===== config.mk =====
export PLATFORM = sky130hd
export DESIGN_NAME = sdpram_arbiter
export DESIGN_NICKNAME = d
export VERILOG_FILES = /design/src/rtl/sdpram_arb_pkg.sv /design/src/rtl/rr_arbiter.sv /design/src/rtl/sdpram_arbiter.sv
export SDC_FILE = /design/constraint.sdc
export NUM_CORES = 1
export LEC_CHECK = 0
export CORE_UTILIZATION = 30
export CTS_BUF_LIST = sky130_fd_sc_hd__clkbuf_16
export DETAILED_ROUTE_END_ITERATION = 8
export PLACE_DENSITY = 0.74
export SKIP_CTS_REPAIR_TIMING = 1
export SLEW_MARGIN = 20
export SYNTH_ARGS = -nofsm -noshare
export SYNTH_HDL_FRONTEND = slang
export SYNTH_SLANG_ARGS = --single-unit

===== constraint.sdc =====
create_clock -name clk -period 2 [get_ports clk]
set_clock_uncertainty 0.1 [all_clocks]
set_input_delay 0.4 -clock clk [delete_from_list [all_inputs] [get_ports clk]]
set_output_delay 0.4 -clock clk [all_outputs]
set_load 0.01 [all_outputs]

===== src/rtl/sdpram_arb_pkg.sv =====
// rtl/sdpram_arb_pkg.sv - shared constants, ID width helper and response-stage type for sdpram_arbiter
package sdpram_arb_pkg;

  localparam int NREQ_DEF = 4;
  localparam int AW_DEF   = 8;
  localparam int DW_DEF   = 16;
  // Widest requester ID needed for the supported NREQ range (2..8)
  localparam int IDW_MAX  = 3;

  // Requester ID width for a requester count; at least one bit
  function automatic int id_width(input int n);
    return (n <= 1) ? 1 : $clog2(n);
  endfunction

  localparam int IDW_DEF = id_width(NREQ_DEF);

  // Last read-pipeline stage: response valid, owner and optional bypass data
  typedef struct packed {
    logic               valid;
    logic [IDW_MAX-1:0] id;
    logic               fwd;
    logic [DW_DEF-1:0]  fwd_data;
  } rsp_stage_t;

endpackage


===== src/rtl/rr_arbiter.sv =====
// rtl/rr_arbiter.sv - round-robin arbiter with one-hot combinational grant and registered pointer
module rr_arbiter
  import sdpram_arb_pkg::*;
#(
  parameter int N  = NREQ_DEF,
  parameter int IW = id_width(N)
) (
  input  logic          clk,
  input  logic          rst_n,
  input  logic [N-1:0]  req,
  output logic [N-1:0]  gnt,
  output logic [IW-1:0] gnt_idx
);

  logic [IW-1:0] ptr_q, ptr_d;
  logic [IW-1:0] pos;
  logic          found;

  // Pick the first request at or above the pointer; N is a power of two so IW-bit sums wrap mod N
  always_comb begin
    gnt     = '0;
    gnt_idx = '0;
    found   = 1'b0;
    pos     = '0;
    for (int k = 0; k < N; k++) begin
      pos = ptr_q + IW'(k);
      if (!found && req[pos]) begin
        found   = 1'b1;
        gnt_idx = pos;
      end
    end
    if (found) begin
      gnt[gnt_idx] = 1'b1;
    end
    ptr_d = found ? gnt_idx + IW'(1) : ptr_q;
  end

  // Pointer moves past the winner only on cycles that grant
  always_ff @(posedge clk or negedge rst_n) begin
    if (!rst_n) begin
      ptr_q <= '0;
    end else begin
      ptr_q <= ptr_d;
    end
  end

endmodule


===== src/rtl/sdpram_arbiter.sv =====
// rtl/sdpram_arbiter.sv - round-robin sharing of one SDP RAM write/read port pair; SDPRAM_ARB_WR_FWD_EN enables write-to-read bypass
module sdpram_arbiter
  import sdpram_arb_pkg::*;
#(
  parameter int NREQ = NREQ_DEF,
  parameter int AW   = AW_DEF,
  parameter int DW   = DW_DEF,
  parameter int IDW  = id_width(NREQ)
) (
  input  logic               clk,
  input  logic               rst_n,
  input  logic [NREQ-1:0]    wr_req,
  input  logic [NREQ*AW-1:0] wr_addr,
  input  logic [NREQ*DW-1:0] wr_data,
  output logic [NREQ-1:0]    wr_gnt,
  input  logic [NREQ-1:0]    rd_req,
  input  logic [NREQ*AW-1:0] rd_addr,
  output logic [NREQ-1:0]    rd_gnt,
  output logic               ram_wea,
  output logic [AW-1:0]      ram_addra,
  output logic [DW-1:0]      ram_data_a,
  output logic               ram_enb,
  output logic [AW-1:0]      ram_addrb,
  input  logic [DW-1:0]      ram_data_b,
  output logic               rsp_valid,
  output logic [IDW-1:0]     rsp_id,
  output logic [DW-1:0]      rsp_data
);

  logic [IDW-1:0] wr_idx, rd_idx;

  logic           ram_wea_q, ram_wea_d;
  logic [AW-1:0]  ram_addra_q, ram_addra_d;
  logic [DW-1:0]  ram_data_a_q, ram_data_a_d;
  logic           ram_enb_q, ram_enb_d;
  logic [AW-1:0]  ram_addrb_q, ram_addrb_d;
  logic [IDW-1:0] rd_id_q, rd_id_d;

  rr_arbiter #(.N(NREQ), .IW(IDW)) u_wr_arb (
    .clk     (clk),
    .rst_n   (rst_n),
    .req     (wr_req),
    .gnt     (wr_gnt),
    .gnt_idx (wr_idx)
  );

  rr_arbiter #(.N(NREQ), .IW(IDW)) u_rd_arb (
    .clk     (clk),
    .rst_n   (rst_n),
    .req     (rd_req),
    .gnt     (rd_gnt),
    .gnt_idx (rd_idx)
  );

  // Capture the winning slice of each port; address/data hold when the port is idle
  always_comb begin
    ram_wea_d    = |wr_gnt;
    ram_addra_d  = ram_addra_q;
    ram_data_a_d = ram_data_a_q;
    ram_enb_d    = |rd_gnt;
    ram_addrb_d  = ram_addrb_q;
    rd_id_d      = rd_id_q;
    if (|wr_gnt) begin
      ram_addra_d  = wr_addr[int'(wr_idx)*AW +: AW];
      ram_data_a_d = wr_data[int'(wr_idx)*DW +: DW];
    end
    if (|rd_gnt) begin
      ram_addrb_d = rd_addr[int'(rd_idx)*AW +: AW];
      rd_id_d     = rd_idx;
    end
  end

  // RAM control stage
  always_ff @(posedge clk or negedge rst_n) begin
    if (!rst_n) begin
      ram_wea_q    <= 1'b0;
      ram_addra_q  <= '0;
      ram_data_a_q <= '0;
      ram_enb_q    <= 1'b0;
      ram_addrb_q  <= '0;
      rd_id_q      <= '0;
    end else begin
      ram_wea_q    <= ram_wea_d;
      ram_addra_q  <= ram_addra_d;
      ram_data_a_q <= ram_data_a_d;
      ram_enb_q    <= ram_enb_d;
      ram_addrb_q  <= ram_addrb_d;
      rd_id_q      <= rd_id_d;
    end
  end

  assign ram_wea    = ram_wea_q;
  assign ram_addra  = ram_addra_q;
  assign ram_data_a = ram_data_a_q;
  assign ram_enb    = ram_enb_q;
  assign ram_addrb  = ram_addrb_q;

`ifdef SDPRAM_ARB_WR_FWD_EN
  rsp_stage_t rsp_q, rsp_d;
  logic       collide;

  // Same-cycle write and read to one address: the read-first RAM returns stale data, so keep the new word
  assign collide = ram_wea_q & ram_enb_q & (ram_addra_q == ram_addrb_q);

  // Response stage contents, aligned with the RAM's registered read data
  always_comb begin
    rsp_d.valid    = ram_enb_q;
    rsp_d.id       = IDW_MAX'(rd_id_q);
    rsp_d.fwd      = collide;
    rsp_d.fwd_data = DW_DEF'(ram_data_a_q);
  end

  // Response stage register
  always_ff @(posedge clk or negedge rst_n) begin
    if (!rst_n) begin
      rsp_q <= '0;
    end else begin
      rsp_q <= rsp_d;
    end
  end

  assign rsp_valid = rsp_q.valid;
  assign rsp_id    = IDW'(rsp_q.id);
  assign rsp_data  = rsp_q.fwd ? DW'(rsp_q.fwd_data) : ram_data_b;
`else
  logic           rsp_valid_q, rsp_valid_d;
  logic [IDW-1:0] rsp_id_q, rsp_id_d;

  // Response stage contents, aligned with the RAM's registered read data
  always_comb begin
    rsp_valid_d = ram_enb_q;
    rsp_id_d    = rd_id_q;
  end

  // Response stage register
  always_ff @(posedge clk or negedge rst_n) begin
    if (!rst_n) begin
      rsp_valid_q <= 1'b0;
      rsp_id_q    <= '0;
    end else begin
      rsp_valid_q <= rsp_valid_d;
      rsp_id_q    <= rsp_id_d;
    end
  end

  assign rsp_valid = rsp_valid_q;
  assign rsp_id    = rsp_id_q;
  assign rsp_data  = ram_data_b;
`endif

endmodule


Word-level counts from Yosys, hierarchy flattened --
Index checks and enable logic that the tools add are counted.
Word-level totals: logic and storage cells 87, output and inout port bits 61, register bits 43, input port bits 154
Operators by class: muxes and demuxes 38, shift-type cells 3, add/subtract/negate cells 8, order comparisons 12, reduce and logical (&&, ||, !) cells 16
Operators by type and width (number):
- $shiftx 32x6->8 | 2
- $shiftx 64x7->16 | 1
- $lt 2x3->1 const B | 10
- $mux 1 | 18
- $bmux 1 s2 | 8
- $mux 2 | 8
- $add 2x1->2 const B | 4
- $add 2x2->2 const B | 4
- $logic_and 1x1->1 | 8
- $mux 4 | 2
- $reduce_or 4->1 | 2
- $logic_not 1->1 | 6
- $demux 1 s2 | 2
- $ge 2x1->1 const B | 2

Depth between registers and ports, before layout --
Gate-level depths: netlist (run 1).
depth after elaboration 18, mapped depth 8, mapped depth without buffers 5

Cells and area by module --
A second synthesis (run 1) with hierarchy kept.
Second synthesis, totals: cells, all modules 191, area total of the unflattened synthesis 2867.8 um^2
By module, submodules not included:
- sdpram_arbiter | area an instance 2332.2 um^2, sequential area each 975.9 um^2, cells each 136, instances 1
- rr_arbiter (u_wr_arb) | area an instance 270.3 um^2, sequential area each 50.0 um^2, cells each 28, instances 1
- rr_arbiter (u_rd_arb) | area an instance 265.3 um^2, sequential area each 50.0 um^2, cells each 27, instances 1

Worst setup path after synthesis (run 1) --
No wires, ideal clock.
kind register to register, start point register u_wr_arb.ptr_q[1], end point register ram_addra_q[2] (netlist: ram_addra[2]), setup slack -124 ps, stages on the path, launching flop included 9, arrival time 1897 ps, setup time 126 ps, buffers on the path 3, data required time 1774 ps, period minus slack after synthesis 2124 ps, path through dfrtp_1 buf_6 mux2i_1 nor2_4 nor3_2 buf_6 buf_6 mux2_4 a221o_1
On the way: cells in the longest elaborated chain, start to end 18, elaborated cells on any way between the ends 33, classes of those cells 3 x add/sub; 2 x order compare; 1 x shift; 19 x mux; 8 x reduce/logical
Ends and longest elaborated chain:
- start, declared | RTL line rr_arbiter.sv:15 | logic [IW-1:0] ptr_q, ptr_d;
- start signal, assigned | RTL line rr_arbiter.sv:43 | ptr_q <= ptr_d;
- branches (longest 18 deep; another with $lt 2x3->1)
- end signal, assigned | RTL line sdpram_arbiter.sv:84 | ram_addra_q <= ram_addra_d;
- end, declared | RTL line sdpram_arbiter.sv:33 | logic [AW-1:0] ram_addra_q, ram_addra_d;
Parallel ways; which one is timed is not known. The select of a mux whose other input is x is not followed. A chain may end at the register's enable or synchronous reset.

Worst setup path after layout (run 1) --
start point register u_wr_arb.ptr_q[1], end point output port wr_gnt[3]
On the way: cells in the longest elaborated chain, start to end 17, elaborated cells on any way between the ends 31, classes of those cells 3 x add/sub; 2 x order compare; 19 x mux; 7 x reduce/logical
Ends and longest elaborated chain:
- branches (longest 16 deep; another with $lt 2x3->1)
- $mux 4 * | RTL line rr_arbiter.sv:32 | if (found) begin
- end, declared | RTL line sdpram_arbiter.sv:15 | output logic [NREQ-1:0] wr_gnt,
Every way passes the cells marked *. The select of a mux whose other input is x is not followed.

==> results of run 1 <==
## registers in the layout, summed over array words and instances (netlist names)
register,flops
ram_addra,8
ram_addrb,8
ram_data_a,16
ram_enb,1
ram_wea,1
rd_id_q,2
rsp_id,2
rsp_valid,1
u_rd_arb.ptr_q,2
u_wr_arb.ptr_q,2
## worst max-delay path by stage
stage / slack (ns) / from / endpoint / cells past startpoint
6_report: -0.28 / u_wr_arb.ptr_q[1] / wr_gnt[3] / 6
5_1_grt: -0.33 / u_wr_arb.ptr_q[1] / wr_gnt[3] / 6
4_1_cts: -0.89 / rd_req[1] / rd_gnt[3] / 7
3_5_place_dp: -0.88 / rd_req[1] / rd_gnt[3] / 7
3_3_place_gp: -0.80 / rd_req[3] / rd_gnt[3] / 7
2_1_floorplan: -0.002 / u_wr_arb.ptr_q[1] / ram_addra[0] / 7
## kinds of logic (layout without fill, tap and decap cells)
| group | Yosys count | count (layout) | share of synthesized area, % |
|---|---|---|---|
| and+or+nand+nor | 71 | 71 | 14.14 |
| buffers and inverters | 49 | 254 | 9.178 |
| DFF | 43 | 43 | 35.88 |
| muxes | 34 | 34 | 13.14 |
| AOI/OAI and AO/OA | 110 | 110 | 27.66 |
## through the flow
step	utilization (%)	worst slack, ns	cells	instance area (um2)
after floorplan	-	-0.001540	307	3019
after global placement	53.14	-0.7962	626	5170
after detailed placement	53.14	-0.8845	626	5170
after CTS	54.67	-0.8854	634	5319
final	56.98	-0.2820	645	5544
after global routing	56.98	-0.3333	645	5544
## metal layers
metal	track usage [%]	vias to the layer above	part of all wire, %
met5	0	-	0
met4	6.264	0	2.1
met3	4.514	30	6.8
met2	37.27	177	51
met1	24.08	1657	40
li1	-	1596	-
## layout make-up
class,instances,area [um2],area share [%]
clock buffer,5,125.1,2.257
clock inverter,3,23.77,0.4288
inverter,5,18.77,0.3385
multi-input combinational,215,1802,32.50
sequential,43,1080,19.48
tap,133,166.4,3.002
timing repair buffer,241,2328,42.00
## cell usage in the layout (no fill, tap or decap), types with 2 or more instances in the layout
cell type,Yosys,routed
or2_1,2,2
a21o_1,2,2
a221o_1,28,28
nand4_1,24,24
a21oi_2,0,2
inv_1,4,4
mux2_4,5,9
nor2_1,14,8
nand2_1,5,5
a211o_1,2,2
o21ai_0,4,4
clkinvlp_4,0,2
a21oi_1,33,31
clkdlybuf4s50_1,0,165
a211oi_2,0,5
dlymetal6s2s_1,0,8
and3_1,4,4
a211oi_1,9,3
nor2_4,1,3
buf_4,17,48
clkbuf_2,0,3
dfrtp_2,0,3
nand2b_4,1,2
buf_12,0,4
nand3_1,4,4
dfrtp_1,43,40
nor2_2,1,5
clkbuf_16,0,5
mux2_1,23,19
nor2b_1,4,3
buf_6,3,9
mux2i_1,6,4
buf_2,4,4
o31ai_1,24,24
## report_power, final
part	switching, uW	internal, uW	total [uW]
registers	265	1250	1510
logic	1590	2010	3600
clock network	364	467	832
total	2220	3730	5950
==> reports/results.ini, run 1 <==
[synth]
synthTopCellsByCount=dfrtp_1 (43), a21oi_1 (33), a221o_1 (28), nand4_1 (24), o31ai_1 (24)
netlist.area_leader.share_pct=35.88
ys_ff_latch=43
ys_seq_area_share_pct=35.88
ys.flop_type=dfrtp_1
synth.area.top_cells=dfrtp_1 (36%), a221o_1 (9.3%), mux2_1 (8.6%), o31ai_1 (6.0%), a21oi_1 (5.5%)
avgSynthCellArea_um2=9.769
ys_types=44
synthCells=307
syn_nets=461
synth_largest_area_cell=dfrtp_1
synth-async-reset-ratio_pct=100.0
synthesis.area_mm2=0.002999
synth_most_common_cell=dfrtp_1
ys_warn_count=0
synth_edf_count=0

[routing]
first_pass_iters=4
drcViolationCount=0
totalWireLength_um=11690
wl_per_cell_um=18.12
first_iter_violations=111
avgViaCountPerCell=5.364
ant_nets=0
vias=3460

[cts]
cts_tree=built
clkTransAtPathRegs_ns=0.07
htree_levels=2
cts.root.buffer_cell=clkbuf_16
clk_latency_ns=0.28
clock_sinks=43
cts_made_buffers=5
clockBufferDepth=2

[run_status]
outcome=finished with violations
violations=negative hold slack, negative setup slack

[timing]
hold_viol_final=18
setup_ws_ns=-0.2820
finalMaxSlewViolations=0
hold_slack_ns=-0.01362
period_share_pct=114.1
grt_setup_unrepaired=yes
setup_tns_ns=-5.735
max_freq_mhz=438.2
maxSlewHeadroom_pct=64.99
period_needed_ns=2.282
setup-violations-final=36
worst_pin_slew_ns=0.5252

[setup_path]
r2r_end=ram_addra[1]
path_delay_family=simple AND/OR/NAND/NOR gates
path_cells=mux2i_4 -> nor2_4 -> nor3_4 -> buf_6 -> nor2b_1 -> buf_2
critPathMaxFanout=5
critPathArrivalTime_ns=1.78
cp_num_buf_inv=2
crit_type=flip-flop to primary output
required_ns=1.50
slowest_stage=dfrtp_2
start_kind=flip-flop
r2r_start=u_wr_arb.ptr_q[1]
cp_slowest_stage_delay_ns=0.43
reg2reg_slack_ns=-0.23
critPathCaptureType=primary output
rr_worst_depth=6

[power_and_ir_drop]
p_leak_uw=0.002332
power_density_mw_per_mm2=1073
ir_drop_mv=0.5792
total_power_uw=5947

[run]
drv_cap=0

[finish]
fin_nets=665
syn_to_final_growth_pct=84.86
fillCellCount=868
drive_gt1_share_pct=23.83
diodes=0

[floorplanning]
io_pins=215
rows=36
fp.dieH_um=102.0
die_x_um=102.0
start_util_pct=30.83
dieArea_mm2=0.01040
core_area_mm2=0.009729

[placement]
gp_congestion=0.8895
dpl.hpwl_um=8480
io_buffers=182

[hold_path]
hp-class=input port to async pin

[global_routing]
grt_max_degree=26
grt_pass1_wl_um=16390
grtUsageTotal_pct=20.54
grt_overflow=0
antenna_found_initial=0
grt_pass1_vias=3442

Note: power is estimated with default switching activity, not from simulation.
==> inputs of run 2 (changes only) <==
==> constraint.sdc (replaced) <==
create_clock -name clk -period 2 [get_ports clk]
set_clock_uncertainty 0.1 [all_clocks]
set_input_delay 0.5 -clock clk [delete_from_list [all_inputs] [get_ports clk]]
set_output_delay 0.5 -clock clk [all_outputs]
set_load 0.01 [all_outputs]
==> run 2 against run 1 <==
Net effect: the flow finishes with violations (negative setup slack); hold slack improved by 0.096 ns; non-clock buffer count increased by 1; via count increased by 0.49%; count of clock-buffer cells in the layout unchanged; sequential power about the same; total power increased by 1.6%; largest cell class unchanged; largest power group unchanged; highest routed layer unchanged.
==> reports/results.ini, run 2 (synthesized netlist as in run 1, its figures left out) <==
[run_status]
outcome=finished with violations
violations=negative setup slack

[timing]
max_freq_mhz=420.5  ; -4.0%
maxSlewHeadroom_pct=79.17  ; +14 points
hold_viol_final=0  ; -18
grt_setup_unrepaired=yes
setup_tns_ns=-7.798  ; -2.062 ns
period_share_pct=118.9  ; +4.8 points
worst_pin_slew_ns=0.3120  ; -0.2132 ns
setup-violations-final=36  ; unchanged
setup_ws_ns=-0.3780  ; -0.09600 ns
period_needed_ns=2.378  ; +0.09600 ns
finalMaxSlewViolations=0  ; unchanged

[setup_path]
cp_num_buf_inv=3  ; +1
cp_slowest_stage_delay_ns=0.43  ; about the same
start_kind=flip-flop
path_delay_family=simple AND/OR/NAND/NOR gates
critPathMaxFanout=5  ; unchanged
slowest_stage=dfrtp_2
crit_top_cell=buf_6
path_cells=mux2i_4 -> nor2_4 -> nor3_4 -> buf_6 -> buf_6 -> nor2b_4 -> buf_6
crit_type=flip-flop to primary output
critPathArrivalTime_ns=1.78  ; about the same
critPathCaptureType=primary output
required_ns=1.40  ; -0.10 ns

[power_and_ir_drop]
power.switching_uw=2228  ; +0.34%
p_leak_uw=0.002370  ; +1.6%
power_density_mw_per_mm2=1075  ; +0.22%
ir_drop_mv=0.4549  ; -21%
swShare_pct=36.87  ; -0.47 points
p_comb_share_pct=61.4  ; +0.8 points
total_power_uw=6043  ; +1.6%
p_int_uw=3815  ; +2.4%
seq_power_share_pct=24.9  ; -0.5 points
pwr-share-clk_pct=13.7  ; -0.3 points

[finish]
fillCellCount=839  ; -3.3%
fin_nets=666  ; +0.15%
final_core_util_pct=57.78  ; +0.80 points
layout_common_cells=clkdlybuf4s50_1 (165), buf_4 (48), dfrtp_1 (40)
diodes=0  ; unchanged
largest_register_ffs=16  ; unchanged
drive_gt1_share_pct=23.98  ; +0.15 points
syn_to_final_growth_pct=87.44
mostFrequentLayoutCell=clkdlybuf4s50_1

[cts]
cts_tree=built
cts_made_buffers=5  ; unchanged
clock_sinks=43  ; unchanged
htree_levels=2  ; unchanged
clk_latency_ns=0.28  ; about the same
clockBufferDepth=2  ; unchanged
clkTransAtPathRegs_ns=0.07  ; about the same
cts.root.buffer_cell=clkbuf_16

[routing]
first_pass_iters=4  ; unchanged
first_iter_violations=121  ; +9.0%
drcViolationCount=0  ; unchanged
ant_nets=0  ; unchanged
vias=3477  ; +0.49%
totalWireLength_um=11590  ; -0.84%
wl_per_cell_um=17.94  ; -0.99%
avgViaCountPerCell=5.382  ; +0.34%

[hold_path]
hp-class=input port to async pin

[floorplanning]
fp.dieH_um=102.0  ; unchanged
io_pins=215  ; unchanged
core_area_mm2=0.009729  ; unchanged
die_x_um=102.0  ; unchanged
start_util_pct=30.83  ; unchanged
dieArea_mm2=0.01040  ; unchanged
rows=36  ; unchanged

[global_routing]
grt_overflow=0  ; unchanged
grt_max_degree=44  ; +69%
antenna_found_initial=0  ; unchanged
grtUsageTotal_pct=20.82  ; +0.28 points
grt_pass1_vias=3467  ; +0.73%
grt_pass1_wl_um=16820  ; +2.6%

[placement]
io_buffers=182  ; unchanged
gp_congestion=0.8371  ; -5.9%
dpl.hpwl_um=8289  ; -2.3%

[run]
drv_cap=0  ; unchanged

==> run 2: path summary, 6_finish.rpt <==
path | startpoint | to | slack [ns] | cells past startpoint
setup / recovery | u_wr_arb.ptr_q[1] | wr_gnt[3] | -0.38 | 7
setup reg to reg | u_wr_arb.ptr_q[1] | ram_data_a[0] | -0.29 | 6
max in group asynchronous | rst_n | u_rd_arb.ptr_q[0] | 1.48 | 2
min in group clk | rd_id_q[1] | rsp_id[1] | 0.28 | 0
hold / removal | rst_n | u_wr_arb.ptr_q[1] | 0.08 | 2
hold reg to reg | rd_id_q[1] | rsp_id[1] | 0.28 | 0
==> run 2: through the flow <==
stage	area [um2]	cells	hold WS, ns	setup WS (ns)
6_report	5622	646	0.08259	-0.3780
2_1_floorplan	3074	307	0.1044	-0.01030
3_5_place_dp	5204	625	0.2729	-0.9768
5_1_grt	5622	646	0.1055	-0.4509
4_1_cts	5353	633	0.09057	-0.9783
3_3_place_gp	5204	625	0.2664	-0.8962
==> run 2: power groups by stage <==
stage               registers [uW]  clock network [uW]  logic (uW)
floorplan                     1590                   0        1570
global placement              1490                   0        3280
detailed placement            1490                   0        3340
CTS                           1480                 852        3350
global route                  1560                 883        3940
finish                        1500                 828        3710
==> run 2: metal layers <==
metal  vias up  GRT usage [%]  routed length [um]
met4         0          7.692                 303
met2       166          37.12                5910
li1       1603              -                   -
met5         -              0                   0
met3        29          2.941                 779
met1      1679          25.44                4594
==> run 2: cell type report <==
type / count / area [um2] / area share (%)
repair buffers: 242 / 2359 / 41.95
flip-flops and latches: 43 / 1080 / 19.21
clock inverters: 3 / 23.77 / 0.4229
clock buffers: 5 / 125.1 / 2.226
well taps: 133 / 166.4 / 2.960
multi-input cells: 215 / 1849 / 32.90
inverters: 5 / 18.77 / 0.3339
==> run 2: worst reg2reg max path: cells and delay by family (launching register included) <==
kind            cells  cell delay (ns)
mux                 2             0.66
flops               1             0.43
simple gates        2             0.33
compound gates      1             0.33
buf+inv             1             0.32
